<file path="config.mk">
export PLATFORM = sky130hd
export DESIGN_NAME = mem_bus_arbiter
export DESIGN_NICKNAME = d
export VERILOG_FILES = /design/src/rtl/mem_bus_arbiter.sv
export SDC_FILE = /design/constraint.sdc
export NUM_CORES = 1
export LEC_CHECK = 0
export CORE_ASPECT_RATIO = 1.5
export CORE_MARGIN = 1.5
export CORE_UTILIZATION = 37
export DETAILED_ROUTE_END_ITERATION = 10
export GPL_TIMING_DRIVEN = 0
export PLACE_DENSITY = 0.85
export RECOVER_POWER = 25
export SLEW_MARGIN = 40
export SYNTH_ARGS = -nofsm -noshare
export SYNTH_HDL_FRONTEND = slang
export SYNTH_SLANG_ARGS = --single-unit
</file>
<file path="constraint.sdc">
create_clock -name i_clk -period 4.9 [get_ports i_clk]
set_input_delay 0.98 -clock i_clk [delete_from_list [all_inputs] [get_ports i_clk]]
set_output_delay 0.98 -clock i_clk [all_outputs]
set_load 0.02 [all_outputs]
</file>
<file path="src/rtl/mem_bus_arbiter.sv">
// Two-way round-robin arbiter sharing one memory bus between the I-cache refill port and
// the data-memory port. Bus fields are latched on grant and held until completion or timeout.
module mem_bus_arbiter #(
    parameter int unsigned XLEN    = 32,
    parameter int unsigned TIMEOUT = 255
) (
    input  logic            i_clk,
    input  logic            i_rst,
    input  logic            i_ic_req,
    input  logic [XLEN-1:0] i_ic_addr,
    output logic [XLEN-1:0] o_ic_data,
    output logic            o_ic_ready,
    input  logic            i_dm_rd,
    input  logic            i_dm_wr,
    input  logic [XLEN-1:0] i_dm_addr,
    input  logic [XLEN-1:0] i_dm_wd,
    input  logic [3:0]      i_dm_byte_en,
    output logic [XLEN-1:0] o_dm_rdata,
    output logic            o_dm_ready,
    output logic            o_mem_req,
    output logic            o_mem_wen,
    output logic [XLEN-1:0] o_mem_addr,
    output logic [XLEN-1:0] o_mem_wd,
    output logic [3:0]      o_mem_byte_en,
    input  logic [XLEN-1:0] i_mem_rdata,
    input  logic            i_mem_ready,
    output logic            o_err,
    output logic            o_owner
);

    localparam int unsigned CntW = (TIMEOUT > 1) ? $clog2(TIMEOUT) : 1;

    typedef enum logic [1:0] {StIdle, StBusyIc, StBusyDm, StResp} state_e;

    state_e          state_q;
    logic [CntW-1:0] cnt_q;
    logic            dm_req;
    logic            grant_dm;
    logic            expired;

    assign dm_req = i_dm_rd | i_dm_wr;

    // o_owner doubles as the round-robin history bit.
    always_comb begin
        grant_dm = dm_req & (~i_ic_req | ~o_owner);
    end

    if (TIMEOUT != 0) begin : g_timeout
        assign expired = (32'(cnt_q) == TIMEOUT - 1);
    end else begin : g_no_timeout
        assign expired = 1'b0;
    end

    always_ff @(posedge i_clk or posedge i_rst) begin
        if (i_rst) begin
            state_q       <= StIdle;
            cnt_q         <= '0;
            o_ic_data     <= '0;
            o_ic_ready    <= 1'b0;
            o_dm_rdata    <= '0;
            o_dm_ready    <= 1'b0;
            o_mem_req     <= 1'b0;
            o_mem_wen     <= 1'b0;
            o_mem_addr    <= '0;
            o_mem_wd      <= '0;
            o_mem_byte_en <= '0;
            o_err         <= 1'b0;
            o_owner       <= 1'b0;
        end else begin
            o_ic_ready <= 1'b0;
            o_dm_ready <= 1'b0;
            o_err      <= 1'b0;
            case (state_q)
                StIdle: begin
                    cnt_q <= '0;
                    if (i_ic_req || dm_req) begin
                        o_mem_req <= 1'b1;
                        if (grant_dm) begin
                            state_q       <= StBusyDm;
                            o_owner       <= 1'b1;
                            o_mem_wen     <= i_dm_wr;
                            o_mem_addr    <= i_dm_addr;
                            o_mem_wd      <= i_dm_wd;
                            o_mem_byte_en <= i_dm_byte_en;
                        end else begin
                            state_q       <= StBusyIc;
                            o_owner       <= 1'b0;
                            o_mem_wen     <= 1'b0;
                            o_mem_addr    <= i_ic_addr;
                            o_mem_wd      <= '0;
                            o_mem_byte_en <= 4'hF;
                        end
                    end
                end
                StBusyIc, StBusyDm: begin
                    // Completion takes priority over a timeout expiring in the same cycle.
                    if (i_mem_ready || expired) begin
                        o_mem_req <= 1'b0;
                        o_err     <= ~i_mem_ready;
                        state_q   <= StResp;
                        if (state_q == StBusyIc) begin
                            o_ic_ready <= 1'b1;
                            o_ic_data  <= i_mem_ready ? i_mem_rdata : '0;
                        end else begin
                            o_dm_ready <= 1'b1;
                            o_dm_rdata <= (i_mem_ready && !o_mem_wen) ? i_mem_rdata : '0;
                        end
                    end else begin
                        cnt_q <= cnt_q + 1'b1;
                    end
                end
                StResp: state_q <= StIdle;
                default: state_q <= StIdle;
            endcase
        end
    end

endmodule

</file>
==> flow_metrics.env <==
export IMPL_netlist_area_um2=5830
export IMPL_period_share_pct=60.9
export IMPL_setup_ws_ps=1910
export IMPL_drive_gt1_share_pct=8.46
export IMPL_rows=56
export IMPL_peakVddDrop_mv=0.326
export IMPL_outcome="complete, no violations"
export IMPL_wl_um=17200
export IMPL_grt_usage_pct=21.1
export IMPL_htree_levels=4
export IMPL_period_minus_slack_ps=2990
export IMPL_die_h_um=157
export IMPL_initial_core_util_pct=37.5
export IMPL_syn_num_nets=597
export IMPL_route_vias_total=5009
export IMPL_numPortBuffers=275
export IMPL_synth_avg_cell_area_um2=12.8
export IMPL_route_detailed_drc=0
export IMPL_fill_cells=1259
export IMPL_synth_seq_cells=148
export IMPL_synthCells=455
export IMPL_drv_slew=0
export IMPL_leakagePower_nw=4.28
export IMPL_r2r_slack_ps=2820
export IMPL_syn_to_final_growth_pct=63.4
export IMPL_cpPeakStageDelay_ps=1120
export IMPL_critPathBufInv=5
export IMPL_cts_tree="yes"
export IMPL_synth_xor_area_share_pct=0.150
export IMPL_worstPathArrival_ps=3600
export IMPL_synthSimpleGateAreaFrac_pct=6.23
export IMPL_finalSetupTns_ps=0
export IMPL_critical_path_top_delay_family="buffers and inverters"
export IMPL_design_die_area_um2=16500
export IMPL_required_ps=5520
export IMPL_end_kind="asynchronous set/reset pin"
export IMPL_antenna_found_initial=0
export IMPL_critPathLaunchType="input pin"
export IMPL_grt_pass1_wl_um=27000
export IMPL_grt_start_max_net_pins=27
export IMPL_synth_mux_area_share_pct=5.50
export IMPL_clk_latency_ps=410
export IMPL_gp_congestion=0.810
export IMPL_hold_buffers=0
export IMPL_drt_first_pass_iters=4
export IMPL_yosys_area_top_type="dfrtp_1"
export IMPL_clk_pin_slew_worst_paths_ps=70
export IMPL_post_cts_setup_buffer_count=0
export IMPL_io_pins=276
export IMPL_setup_viol=0
export IMPL_power_mw=6.41
export IMPL_cts_sinks=148
export IMPL_min_path_cells=2
export IMPL_synth_area_leaders="dfrtp_1, a22o_1, mux2i_1"
export IMPL_worstPathMaxFanout=26
export IMPL_ys_types=40
export IMPL_fmax_mhz=335
export IMPL_cp_cell_sequence="dlygate4sd3_1 -> clkinvlp_2 -> clkbuf_1 -> buf_16 -> buf_16"
export IMPL_place_hpwl_um=13200
export IMPL_yosysWarnings=0
export IMPL_rsz0062_at_grt="no"
export IMPL_r2r_cells=7
export IMPL_finalHoldViolations=0
export IMPL_design_area_um2=9530
export IMPL_synth_fa_ha_area_share_pct=0.859
export IMPL_cts_buffers=17
export IMPL_grt_ovfl_total=0
export IMPL_layout_commonest_cell="clkdlybuf4s50_1"
export IMPL_synth_compound_area_share_pct=20.5
export IMPL_powerDensity_nw_per_um2=673
export IMPL_r2r_end="o_dm_rdata[10]"
export IMPL_hp_class="reg2reg"
export IMPL_cp_common_cell="buf_16"
export IMPL_skew_ps=11.3
export IMPL_nNetsFinal=897
export IMPL_core_area_um2=15600
export IMPL_finalNonFillerCells=971
export IMPL_worstSetupPathType="in2async"
export IMPL_antennaDiodeCount=0
export IMPL_cp_slowest_cell="clkbuf_1"
export IMPL_timing_slew_headroom_pct=2.28
export IMPL_placed_area_um2=8980
export IMPL_avgRoutedWirePerCell_um=17.7
export IMPL_holdWs_ps=478
export IMPL_final_antenna_net_count=0
export IMPL_tightest_slew_ps=1470
export IMPL_dieWidth_um=105
export IMPL_ys_seq_area_share_pct=63.5
export IMPL_synth_top_cell_area_share_pct=63.5
export IMPL_pre_cts_slack_ps=2040
export IMPL_place_inst=939
export IMPL_cts_root_buf="clkbuf_16"
export IMPL_clk_path_buf_depth=2
export IMPL_r2r_start="state_q[1]"
export IMPL_cts_resized=0
export IMPL_synth_top_family_by_area="compound AO/OA/AOI/OAI gates"
export IMPL_final_util_pct=61.2
export IMPL_drt_iter0_drc=189
export IMPL_vias_per_cell=5.16
export IMPL_hold_path_startpoint="o_mem_addr[2]"
export IMPL_layout_common_cells="clkdlybuf4s50_1, dfrtp_1, a22o_1"
export IMPL_first_global_vias=5110
export IMPL_min_to="o_mem_addr[2]"
export IMPL_drv_cap=0
[power breakdown]
group	internal, mW	switching, mW	leakage, nW
sequential	1.75	0.312	1.87
clock	0.746	0.558	0.283
combinational	1.49	1.56	2.12
[cell usage after synthesis (all sizes together)]
library cell,n
dfrtp,148
a22o,97
nand2,42
o21ai,36
mux2i,32
buf,24
clkbuf,9
inv,7
nand3,7
a21oi,5
nor2,5
ha,4
nor3,4
o22a,4
and3,3
nor2b,3
o22ai,3
a211o,2
a21o,2
a2bb2oi,2
and2,2
nand2b,2
o31ai,2
or4,2
a211oi,1
a31oi,1
and4,1
nand3b,1
nand4,1
nor4,1
or3,1
xnor2,1
[per-layer routing]
| layer | vias to the layer above | GRT usage, % | routed length (µm) |
|---|---|---|---|
| li1 | 2283 | - | - |
| met1 | 2458 | 22.9 | 6410 |
| met2 | 238 | 37.8 | 9010 |
| met3 | 30 | 6.87 | 1330 |
| met4 | 0 | 8.87 | 460 |
| met5 | - | 0 | 0 |
[worst max path at each step]
stage | start | cells after the start | end | slack, ps
2_1_floorplan | i_rst | 1 | cnt_q[0] | 2060
3_3_place_gp | i_rst | 2 | o_mem_wd[2] | 820
3_5_place_dp | i_dm_wr | 5 | o_mem_addr[6] | 2040
4_1_cts | o_owner | 1 | o_owner | 2420
5_1_grt | i_rst | 5 | o_mem_wd[10] | 1590
6_report | i_rst | 5 | o_mem_wd[10] | 1910
[worst min-delay path, delay by kind of cell, from the launching register on]
kind             cells  cell delay [ps]
AO/OA/AOI/OAI        1               60
flip-flops           1              340
AND/OR/NAND/NOR      1               40
[sequential cells by signal, summed over array words and instances, names as in the netlist]
signal,flops
o_mem_addr,32
o_err,1
o_mem_byte_en,4
o_ic_ready,1
state_q,2
cnt_q,8
o_mem_wd,32
o_ic_data,32
o_owner,1
o_mem_req,1
o_mem_wen,1
o_dm_rdata,32
o_dm_ready,1
[area by class of cell]
cell class / instances / area (µm²) / share of cell area (%)
multi-input cells: 267 / 1930 / 20.3
flip-flops and latches: 148 / 3700 / 38.9
clock inverters: 13 / 139 / 1.46
repair buffers: 281 / 2860 / 30.0
clock buffers: 19 / 453 / 4.76
plain buffers: 33 / 163 / 1.71
well taps: 203 / 254 / 2.67
inverters: 7 / 27.5 / 0.289
[kinds of logic after synthesis]
kind of cell    after synthesis
fa+ha+maj                     4
buf+inv                      40
simple gates                 75
mux                          32
compound gates              155
flops                       148
xor+xnor                      1
Power figures use the tool's default switching activity.
